[src/rtl/io_controller_if.sv]
// io_controller_if: core M-stage I/O access, retire strobe and UART byte streams.
interface io_controller_if;
  logic        iowea;
  logic        io_re;
  logic [7:0]  io_addr;
  logic [31:0] io_wdata;
  logic        inst_retired;
  logic [31:0] io_rdata;
  logic [7:0]  uart_tx_data_in;
  logic        uart_tx_data_in_valid;
  logic        uart_tx_data_in_ready;
  logic [7:0]  uart_rx_data_out;
  logic        uart_rx_data_out_valid;
  logic        uart_rx_data_out_ready;
  modport master (
    output iowea, io_re, io_addr, io_wdata, inst_retired,
           uart_tx_data_in_ready, uart_rx_data_out, uart_rx_data_out_valid,
    input  io_rdata, uart_tx_data_in, uart_tx_data_in_valid, uart_rx_data_out_ready
  );
  modport slave (
    input  iowea, io_re, io_addr, io_wdata, inst_retired,
           uart_tx_data_in_ready, uart_rx_data_out, uart_rx_data_out_valid,
    output io_rdata, uart_tx_data_in, uart_tx_data_in_valid, uart_rx_data_out_ready
  );
endinterface

[src/rtl/io_controller.sv]
// io_controller: memory-mapped I/O slave with UART TX FIFO, RX holding register and perf counters.
module io_controller #(
  parameter int TX_DEPTH = 4,
  parameter int PTR_W = 2
) (
  input logic clk,
  input logic rst,
  io_controller_if.slave bus
);
  localparam logic [PTR_W:0] depth = (PTR_W+1)'(TX_DEPTH);
  logic [7:0] mem [TX_DEPTH];
  logic [PTR_W-1:0] wr_ptr, rd_ptr;
  logic [PTR_W:0] count;
  logic [7:0] off, rx_buf;
  logic [31:0] cyc_cnt, inst_cnt, rd;
  logic full, empty, push, pop, ovf_set, ovf_clr, rx_cap, rx_pop, cnt_clr;
  logic rx_full, overflow, unused;
  assign off = {bus.io_addr[7:2], 2'b00};
  assign unused = ^{bus.io_addr[1:0], bus.io_wdata[31:8]};
  assign full = count == depth;
  assign empty = count == '0;
  // full is judged before any same-cycle pop, so a push while full is always dropped
  assign push = bus.iowea && off == 8'h08 && !full;
  assign ovf_set = bus.iowea && off == 8'h08 && full;
  assign ovf_clr = bus.iowea && off == 8'h00;
  assign pop = !empty && bus.uart_tx_data_in_ready;
  assign rx_cap = bus.uart_rx_data_out_valid && !rx_full;
  assign rx_pop = bus.io_re && off == 8'h04;
  assign cnt_clr = bus.iowea && off == 8'h18;
  assign bus.uart_tx_data_in = mem[rd_ptr];
  assign bus.uart_tx_data_in_valid = !empty;
  assign bus.uart_rx_data_out_ready = !rx_full;
  always_comb begin
    rd = off == 8'h00 ? {29'b0, overflow, rx_full, !full} :
         off == 8'h04 ? {24'b0, rx_buf} :
         off == 8'h10 ? cyc_cnt :
         off == 8'h14 ? inst_cnt : 32'b0;
  end
  always_ff @(posedge clk) begin
    if (push) mem[wr_ptr] <= bus.io_wdata[7:0];
  end
  always_ff @(posedge clk or posedge rst) begin
    if (rst) begin
      wr_ptr <= '0;
      rd_ptr <= '0;
      count <= '0;
      overflow <= 1'b0;
      rx_full <= 1'b0;
      rx_buf <= 8'b0;
      cyc_cnt <= 32'b0;
      inst_cnt <= 32'b0;
      bus.io_rdata <= 32'b0;
    end else begin
      if (push) wr_ptr <= wr_ptr + PTR_W'(1);
      if (pop) rd_ptr <= rd_ptr + PTR_W'(1);
      count <= count + (PTR_W+1)'(push) - (PTR_W+1)'(pop);
      overflow <= ovf_set | (overflow & !ovf_clr);
      if (rx_cap) rx_buf <= bus.uart_rx_data_out;
      rx_full <= rx_cap ? 1'b1 : rx_pop ? 1'b0 : rx_full;
      cyc_cnt <= cnt_clr ? 32'b0 : cyc_cnt + 32'd1;
      inst_cnt <= cnt_clr ? 32'b0 : inst_cnt + 32'(bus.inst_retired);
      if (bus.io_re) bus.io_rdata <= rd;
    end
  end
endmodule

[src/flat_wrapper.sv]
// flat-port wrapper written by rule: the top's interface ports become plain ports
module io_controller_flat 
#(
  parameter int TX_DEPTH = 4,
  parameter int PTR_W = 2
)
  (clk, rst, bus_iowea, bus_io_re, bus_io_addr, bus_io_wdata, bus_inst_retired, bus_uart_tx_data_in_ready, bus_uart_rx_data_out, bus_uart_rx_data_out_valid, bus_io_rdata, bus_uart_tx_data_in, bus_uart_tx_data_in_valid, bus_uart_rx_data_out_ready);
  io_controller_if bus_i ();
  input logic clk;
  input logic rst;
  input wire logic [$bits(bus_i.iowea)-1:0] bus_iowea;
  input wire logic [$bits(bus_i.io_re)-1:0] bus_io_re;
  input wire logic [$bits(bus_i.io_addr)-1:0] bus_io_addr;
  input wire logic [$bits(bus_i.io_wdata)-1:0] bus_io_wdata;
  input wire logic [$bits(bus_i.inst_retired)-1:0] bus_inst_retired;
  input wire logic [$bits(bus_i.uart_tx_data_in_ready)-1:0] bus_uart_tx_data_in_ready;
  input wire logic [$bits(bus_i.uart_rx_data_out)-1:0] bus_uart_rx_data_out;
  input wire logic [$bits(bus_i.uart_rx_data_out_valid)-1:0] bus_uart_rx_data_out_valid;
  output wire logic [$bits(bus_i.io_rdata)-1:0] bus_io_rdata;
  output wire logic [$bits(bus_i.uart_tx_data_in)-1:0] bus_uart_tx_data_in;
  output wire logic [$bits(bus_i.uart_tx_data_in_valid)-1:0] bus_uart_tx_data_in_valid;
  output wire logic [$bits(bus_i.uart_rx_data_out_ready)-1:0] bus_uart_rx_data_out_ready;
  assign bus_i.iowea = bus_iowea;
  assign bus_i.io_re = bus_io_re;
  assign bus_i.io_addr = bus_io_addr;
  assign bus_i.io_wdata = bus_io_wdata;
  assign bus_i.inst_retired = bus_inst_retired;
  assign bus_i.uart_tx_data_in_ready = bus_uart_tx_data_in_ready;
  assign bus_i.uart_rx_data_out = bus_uart_rx_data_out;
  assign bus_i.uart_rx_data_out_valid = bus_uart_rx_data_out_valid;
  assign bus_io_rdata = bus_i.io_rdata;
  assign bus_uart_tx_data_in = bus_i.uart_tx_data_in;
  assign bus_uart_tx_data_in_valid = bus_i.uart_tx_data_in_valid;
  assign bus_uart_rx_data_out_ready = bus_i.uart_rx_data_out_ready;
  io_controller #(.TX_DEPTH(TX_DEPTH), .PTR_W(PTR_W)) u_core (.clk(clk), .rst(rst), .bus(bus_i));
endmodule
[config.mk]
export PLATFORM = sky130hd
export DESIGN_NAME = io_controller_flat
export DESIGN_NICKNAME = d
export VERILOG_FILES = /design/src/rtl/io_controller_if.sv /design/src/rtl/io_controller.sv /design/src/flat_wrapper.sv
export SDC_FILE = /design/constraint.sdc
export NUM_CORES = 1
export LEC_CHECK = 0
export CAP_MARGIN = 15
export CELL_PAD_IN_SITES_DETAIL_PLACEMENT = 1
export CELL_PAD_IN_SITES_GLOBAL_PLACEMENT = 1
export CORE_UTILIZATION = 43
export CTS_BUF_LIST = sky130_fd_sc_hd__clkbuf_16
export CTS_CLUSTER_DIAMETER = 50
export DETAILED_ROUTE_END_ITERATION = 8
export PLACE_DENSITY_LB_ADDON = 0.12
export SETUP_SLACK_MARGIN = 0.3
export SYNTH_ARGS = -nofsm -noshare
export SYNTH_HDL_FRONTEND = slang
export SYNTH_SLANG_ARGS = --single-unit
[constraint.sdc]
create_clock -name clk -period 4.1 [get_ports clk]
set_input_delay 0.615 -clock clk [delete_from_list [all_inputs] [get_ports clk]]
set_output_delay 0.615 -clock clk [all_outputs]
set_load 0.05 [all_outputs]
==> flow_summary_export.csv, run 1 <==
group,metric,value,unit
min_path,min_to,"u_core.count[2]",
synthesis,synthTopCellsByCount,"dfrtp_1, inv_1, a21oi_1, edfxtp_1, nor2_1",
worst_setup_path,crit_type,"flip-flop to output port",
final_layout,syn2layout_area_growth,20.9,%
route,drt-pass1-iter-count,6,
min_path,min_from,"u_core.count[2]",
route,drtIter0Drc,247,
placement,place_ws,0.763,ns
route,vias_per_cell,5.62,
worst_setup_path,critPathBufInv,1,
floorplan,fp.dieH,128,um
clock_network,clockBufferDepth,2,
sta,setup-violations-final,0,
floorplan,core_area,0.0153,mm^2
worst_setup_path,reg2reg_depth,6,
sta,worst_pin_slew,0.966,ns
worst_setup_path,reg2reg_from,"u_core.inst_cnt[0]",
worst_setup_path,r2r_slack,1.47,ns
sta,fin_skew,0.00859,ns
sta,maxSlewViolCount,0,
final_layout,finalNonFillerCells,885,
power_and_ir_drop,vdd_drop_max,0.282,mV
final_layout,n_fill_cell,1610,
sta,hold_viol_final,0,
placement,post_dp_cell_area,0.00767,mm^2
power_and_ir_drop,pwr_density_cell,524,mW/mm^2
job,maxCapViolCount,0,
clock_network,cts_tree,"yes",
sta,fin_crit_sh,75.2,%
placement,hpwl,11000,um
worst_setup_path,worst_path_largest_cell_delay,0.72,ns
route,drcViolationCount,0,
route,finalWirelength,16500,um
worst_setup_path,cp_top_family,"flip-flops",
min_path,hold_path.class,"flip-flop to flip-flop",
grt,grt_antenna_before_repair,0,
synthesis,synth_warnings,0,
floorplan,rows,45,
route,num_vias,4978,
synthesis,ys_types,43,
worst_setup_path,arrival,2.47,ns
floorplan,io_pins,97,
synthesis,ys_ff_latch,145,
placement,io_buffers,70,
synthesis,syn_area,0.00680,mm^2
synthesis,yosys.area.top_type,"dfrtp_1",
synthesis,synth_nets,666,
placement,place.gp.congestion,0.758,
floorplan,start_util,44.4,%
route,antenna_left,0,
sta,setup_tns,0,ns
sta,post-route-min-period,3.08,ns
final_layout,diodes,0,
grt,grt_start_max_net_pins,63,
sta,setup_slack,1.02,ns
placement,place_inst,853,
synthesis,synth_area_leaders,"dfrtp_1, edfxtp_1, mux2i_1",
synthesis,yosysTopAreaCellShare,41.6,%
clock_network,holdBufCountCts,0,
clock_network,h-tree-depth,4,
grt,grt_util_all_layers,22.5,%
power_and_ir_drop,p_leak,3.22,nW
floorplan,dieArea,0.0163,mm^2
clock_network,post_cts_buffers,0,
grt,grt_pass1_vias,5369,
synthesis,synth_cells,601,
worst_setup_path,required,3.48,ns
synthesis,async_flop_share,77.9,%
synthesis,synth-main-ff-cell,"dfrtp_1",
final_layout,final_core_util,53.7,%
clock_network,clk_pin_slew,0.06,ns
synthesis,synth.yosys.seq_area_share,55.7,%
final_layout,drive_above_1_share,9.94,%
worst_setup_path,cp_max_fo,10,
status,outcome,"completed",
clock_network,clock-sinks,145,
sta,max_slew_margin,35.5,%
synthesis,avgSynthCellArea,11.3,um^2
clock_network,cts_buffers,17,
grt,grt_first_pass_wirelength,28100,um
sta,rsz0062_at_grt,"false",
final_layout,finalInstanceArea,0.00822,mm^2
floorplan,fp.dieW,128,um
worst_setup_path,worst_path_max_delay_cell,"dfrtp_1",
worst_setup_path,critPathCaptureType,"output port",
clock_network,ctsResizeCount,0,
synthesis,yosys.cell_count.top_type,"dfrtp_1",
route,wl_per_cell,18.7,um
final_layout,nNetsFinal,726,
worst_setup_path,critPathLaunchType,"flip-flop",
synthesis,synth_edf_count,32,
worst_setup_path,crit_chain,"mux4_2 -> clkdlybuf4s50_1",
min_path,hold_depth,1,
grt,gr-total-overflow,0,
sta,timing.fmax,324,MHz
final_layout,multi_input_area,0.00269,mm^2
final_layout,regArea,0.00379,mm^2
clock_network,cts_root_buf,"clkbuf_16",
worst_setup_path,reg2reg_to,"u_core.inst_cnt[30]",
clock_network,clk_latency,0.43,ns
-- worst max path at each step --
stage	start	end	slack, ns	cells past startpoint
3_5_place_dp	bus_inst_retired	u_core.inst_cnt[30]	0.76	7
4_1_cts	u_core.rd_ptr[0]	bus_uart_tx_data_in[4]	0.94	2
5_1_grt	u_core.rd_ptr[0]	bus_uart_tx_data_in[4]	0.86	2
3_3_place_gp	bus_inst_retired	u_core.inst_cnt[22]	0.79	7
2_1_floorplan	rst	u_core.bus.io_rdata[0]	0.50	1
6_report	u_core.rd_ptr[0]	bus_uart_tx_data_in[4]	1.02	2
-- state kept, by name, indices dropped and copies added (netlist names) --
register	flops
u_core.bus.io_rdata	32
u_core.cyc_cnt	32
u_core.count	3
u_core.rd_ptr	2
u_core.inst_cnt	32
u_core.overflow	1
u_core.mem	32
u_core.wr_ptr	2
u_core.rx_buf	8
u_core.rx_full	1
-- placed cells by master (no fill, tap or decap), drive strengths merged --
cell type      netlist  routed
dfrtp              113     113
clkdlybuf4s50        0      69
inv                 49      56
a21oi               32      32
edfxtp              32      32
nor2                31      31
o22ai               30      30
nand2               29      29
mux2i               29      29
nand3               20      20
or4                 18      18
o21ai               18      18
xnor2               17      17
clkbuf              27      17
o31ai               16      16
nand4               15      15
or3                 14      14
mux2                14      14
xor2                13      13
and2                11      11
mux4                10      10
ha                   9       9
nor4                 8       8
and4                 7       7
and3                 6       6
nor3                 5       5
a22oi                5       5
clkinv               0       5
buf                  6       5
nand3b               4       4
nand2b               4       4
nor2b                3       3
clkinvlp             0       3
and3b                1       1
or3b                 1       1
o22a                 1       1
a21o                 1       1
or2                  1       1
fa                   1       1
-- report_power, final --
group / leakage [nW] / switching, mW / internal [mW]
clock: 0.262 / 0.661 / 0.788
sequential: 1.77 / 0.264 / 1.68
combinational: 1.20 / 0.485 / 0.436
total: 3.22 / 1.41 / 2.90
-- routing by layer --
metal / global-route usage (%) / vias up / wire, um
li1: - / 2290 / -
met1: 28.6 / 2578 / 7290
met4: 7.34 / 0 / 264
met5: 0 / - / 0
met2: 38.9 / 86 / 8530
met3: 4.26 / 24 / 454
-- cells by family (layout without fill, tap and decap cells) --
group	Yosys count	after routing	synth area share, %
fa+ha+maj	10	10	1.95
xor+xnor	30	30	3.86
buf+inv	82	155	4.67
mux	53	53	9.95
simple gates	178	178	14.8
compound gates	103	103	9.00
flops	145	145	55.7
-- layout make-up --
type | count | share of cell area (%)
Inverter | 49 | 2.27
Tap cell | 211 | 3.21
Clock buffer | 17 | 5.18
Multi-Input combinational cell | 374 | 32.8
Sequential cell | 145 | 46.1
Timing Repair Buffer | 74 | 8.98
Clock inverter | 15 | 1.51
-- worst register-to-register path, cell delays in order (launching register included) --
cell	delay, ns
dfrtp_1	0.36
ha_1	0.23
ha_1	0.24
nand3_2	0.14
or4_1	0.82
or4_1	0.59
a21oi_1	0.17
-- per-stage QoR --
| stage | hold WS, ns | power [mW] |
|---|---|---|
| 2_1_floorplan | 0.452 | 2.58 |
| 3_3_place_gp | 0.472 | 2.83 |
| 3_5_place_dp | 0.482 | 2.90 |
| 4_1_cts | 0.494 | 4.36 |
| 5_1_grt | 0.513 | 4.53 |
| 6_report | 0.494 | 4.31 |
Note: power is estimated with default switching activity, not from simulation.
==> inputs of run 2 (changes only) <==
==> constraint.sdc (replaced) <==
create_clock -name clk -period 3.1 [get_ports clk]
set_input_delay 0.465 -clock clk [delete_from_list [all_inputs] [get_ports clk]]
set_output_delay 0.465 -clock clk [all_outputs]
set_load 0.05 [all_outputs]
==> flow_summary_export.csv, run 2 (synthesis gave the netlist of run 1 again) <==
group,metric,value,unit
grt,use_met3,5.01,%
route,wl_per_cell,18.9,um
sta,setup-violations-final,0,
worst_setup_path,arrival,2.91,ns
worst_setup_path,worst_path_largest_cell_delay,0.52,ns
worst_setup_path,critPathLaunchType,"input port",
floorplan,start_util,44.4,%
sta,post-route-min-period,2.55,ns
power_and_ir_drop,pwr_density_cell,699,mW/mm^2
worst_setup_path,cp_max_fo,15,
final_layout,final_cell_mix,"dfrtp_1, clkdlybuf4s50_1, inv_1",
grt,gr-usage-met1,27.9,%
power_and_ir_drop,vdd_drop_max,0.384,mV
clock_network,post_cts_buffers,0,
final_layout,diodes,0,
worst_setup_path,required,3.45,ns
floorplan,fp.dieH,128,um
sta,worst_pin_slew,0.746,ns
clock_network,clockBufferDepth,2,
sta,maxSlewViolCount,0,
floorplan,rows,45,
final_layout,n_fill_cell,1619,
sta,max_slew_margin,50.2,%
floorplan,dieArea,0.0163,mm^2
grt,gr-total-overflow,0,
worst_setup_path,reg2reg_from,"u_core.count[1]",
worst_setup_path,reg2reg_depth,9,
grt,use_met2,39.9,%
grt,grt_antenna_before_repair,0,
placement,io_buffers,70,
placement,hpwl,11400,um
status,outcome,"completed",
worst_setup_path,startpoint,"bus_inst_retired",
floorplan,io_pins,97,
sta,timing.fmax,392,MHz
clock_network,clock-sinks,145,
worst_setup_path,worst_path_max_delay_cell,"or4_1",
route,finalWirelength,17000,um
worst_setup_path,crit_type,"input port to flip-flop",
worst_setup_path,r2r_slack,0.62,ns
power_and_ir_drop,p_leak,3.38,nW
grt,gr-max-usage-layer,"met2",
sta,fin_hold_ws,0.444,ns
floorplan,fp.dieW,128,um
placement,place.gp.congestion,0.719,
job,maxCapViolCount,0,
clock_network,h-tree-depth,4,
clock_network,cts_buffers,17,
worst_setup_path,crit_chain,"clkdlybuf4s50_1 -> ha_1 -> ha_1 -> nand3_2 -> or4_1 -> buf_4 -> or4_1 -> a21oi_1",
sta,fin_crit_sh,82.3,%
final_layout,syn2layout_area_growth,23.6,%
grt,grt_pass1_vias,5412,
clock_network,cts_tree,"yes",
route,drtIter0Drc,224,
route,drt-pass1-iter-count,4,
grt,grt_util_all_layers,22.8,%
final_layout,nNetsFinal,739,
final_layout,final_core_util,54.9,%
min_path,hold_path.class,"input port to asynchronous set/reset pin",
grt,grt_first_pass_wirelength,28200,um
sta,fin_skew,0.00708,ns
route,antenna_left,0,
clock_network,clk_latency,0.44,ns
route,num_vias,5042,
worst_setup_path,crit_end,"u_core.inst_cnt[28]",
clock_network,cts_root_buf,"clkbuf_16",
sta,setup_tns,0,ns
floorplan,core_area,0.0153,mm^2
grt,grt_start_max_net_pins,58,
clock_network,clk_pin_slew,0.07,ns
power_and_ir_drop,power.total,5.88,mW
worst_setup_path,reg2reg_to,"u_core.count[2]",
route,vias_per_cell,5.61,
final_layout,final_common_cell,"dfrtp_1",
final_layout,drive_above_1_share,11.8,%
sta,rsz0062_at_grt,"false",
sta,hold_viol_final,0,
route,drcViolationCount,0,
worst_setup_path,critPathCaptureType,"flip-flop",
-- run 2: cell types whose count changed in the layout (fill, tap and decap cells not counted) --
cell,previous run,this run
bufinv_16,0,1
inv_6,7,5
clkinv_2,1,0
buf_4,3,14
inv_8,0,5
inv_4,1,0
dfrtp_2,0,1
dlymetal6s2s_1,0,8
clkinv_4,4,2
clkdlybuf4s50_1,69,61
dfrtp_1,113,112
buf_12,1,3
-- run 2: per-layer routing --
metal	routed length, um	vias up
met1	7520	2612
li1	-	2337
met4	255	0
met2	8760	68
met3	471	25
met5	0	-
-- run 2: where the power goes --
| group | switching [mW] | internal [mW] |
|---|---|---|
| logic | 0.657 | 0.587 |
| registers | 0.360 | 2.22 |
| clock network | 0.912 | 1.14 |
| total | 1.93 | 3.95 |
-- run 2: worst min path at each step --
stage	from	to	slack, ns
2_1_floorplan	u_core.overflow	u_core.overflow	0.45
3_3_place_gp	u_core.count[2]	u_core.count[2]	0.47
3_5_place_dp	u_core.overflow	u_core.overflow	0.48
4_1_cts	rst	u_core.bus.io_rdata[4]	0.46
5_1_grt	rst	u_core.rx_buf[5]	0.49
6_report	rst	u_core.rx_buf[5]	0.44
-- run 2: timing repair --
item / in CTS / in global routing
hold buffers: 0 / 0
gates resized for setup: 1 / 8
endpoints found under the setup margin: 8 / 8
-- run 2: cell type report --
class                           count  area (um^2)  area share, %
Clock buffer                       17          425           5.06
Clock inverter                     15          163           1.94
Inverter                           49          188           2.23
Multi-Input combinational cell    374         2690           32.1
Sequential cell                   145         3790           45.1
Tap cell                          211          264           3.14
Timing Repair Buffer               87          881           10.5
-- run 2: critical path, delay by kind of cell --
family | cells | cell delay (ns)
buf+inv | 2 | 0.69
fa+ha+maj | 2 | 0.44
compound gates | 1 | 0.17
simple gates | 3 | 1.12
-- run 2: metrics by stage --
step / std cells / worst slack [ns] / instance area [um^2]
after floorplan: 601 / 0.581 / 6800
after global placement: 866 / 0.192 / 7790
after detailed placement: 866 / 0.130 / 7790
after CTS: 898 / 0.311 / 8380
after global routing: 898 / 0.437 / 8400
final: 898 / 0.548 / 8400
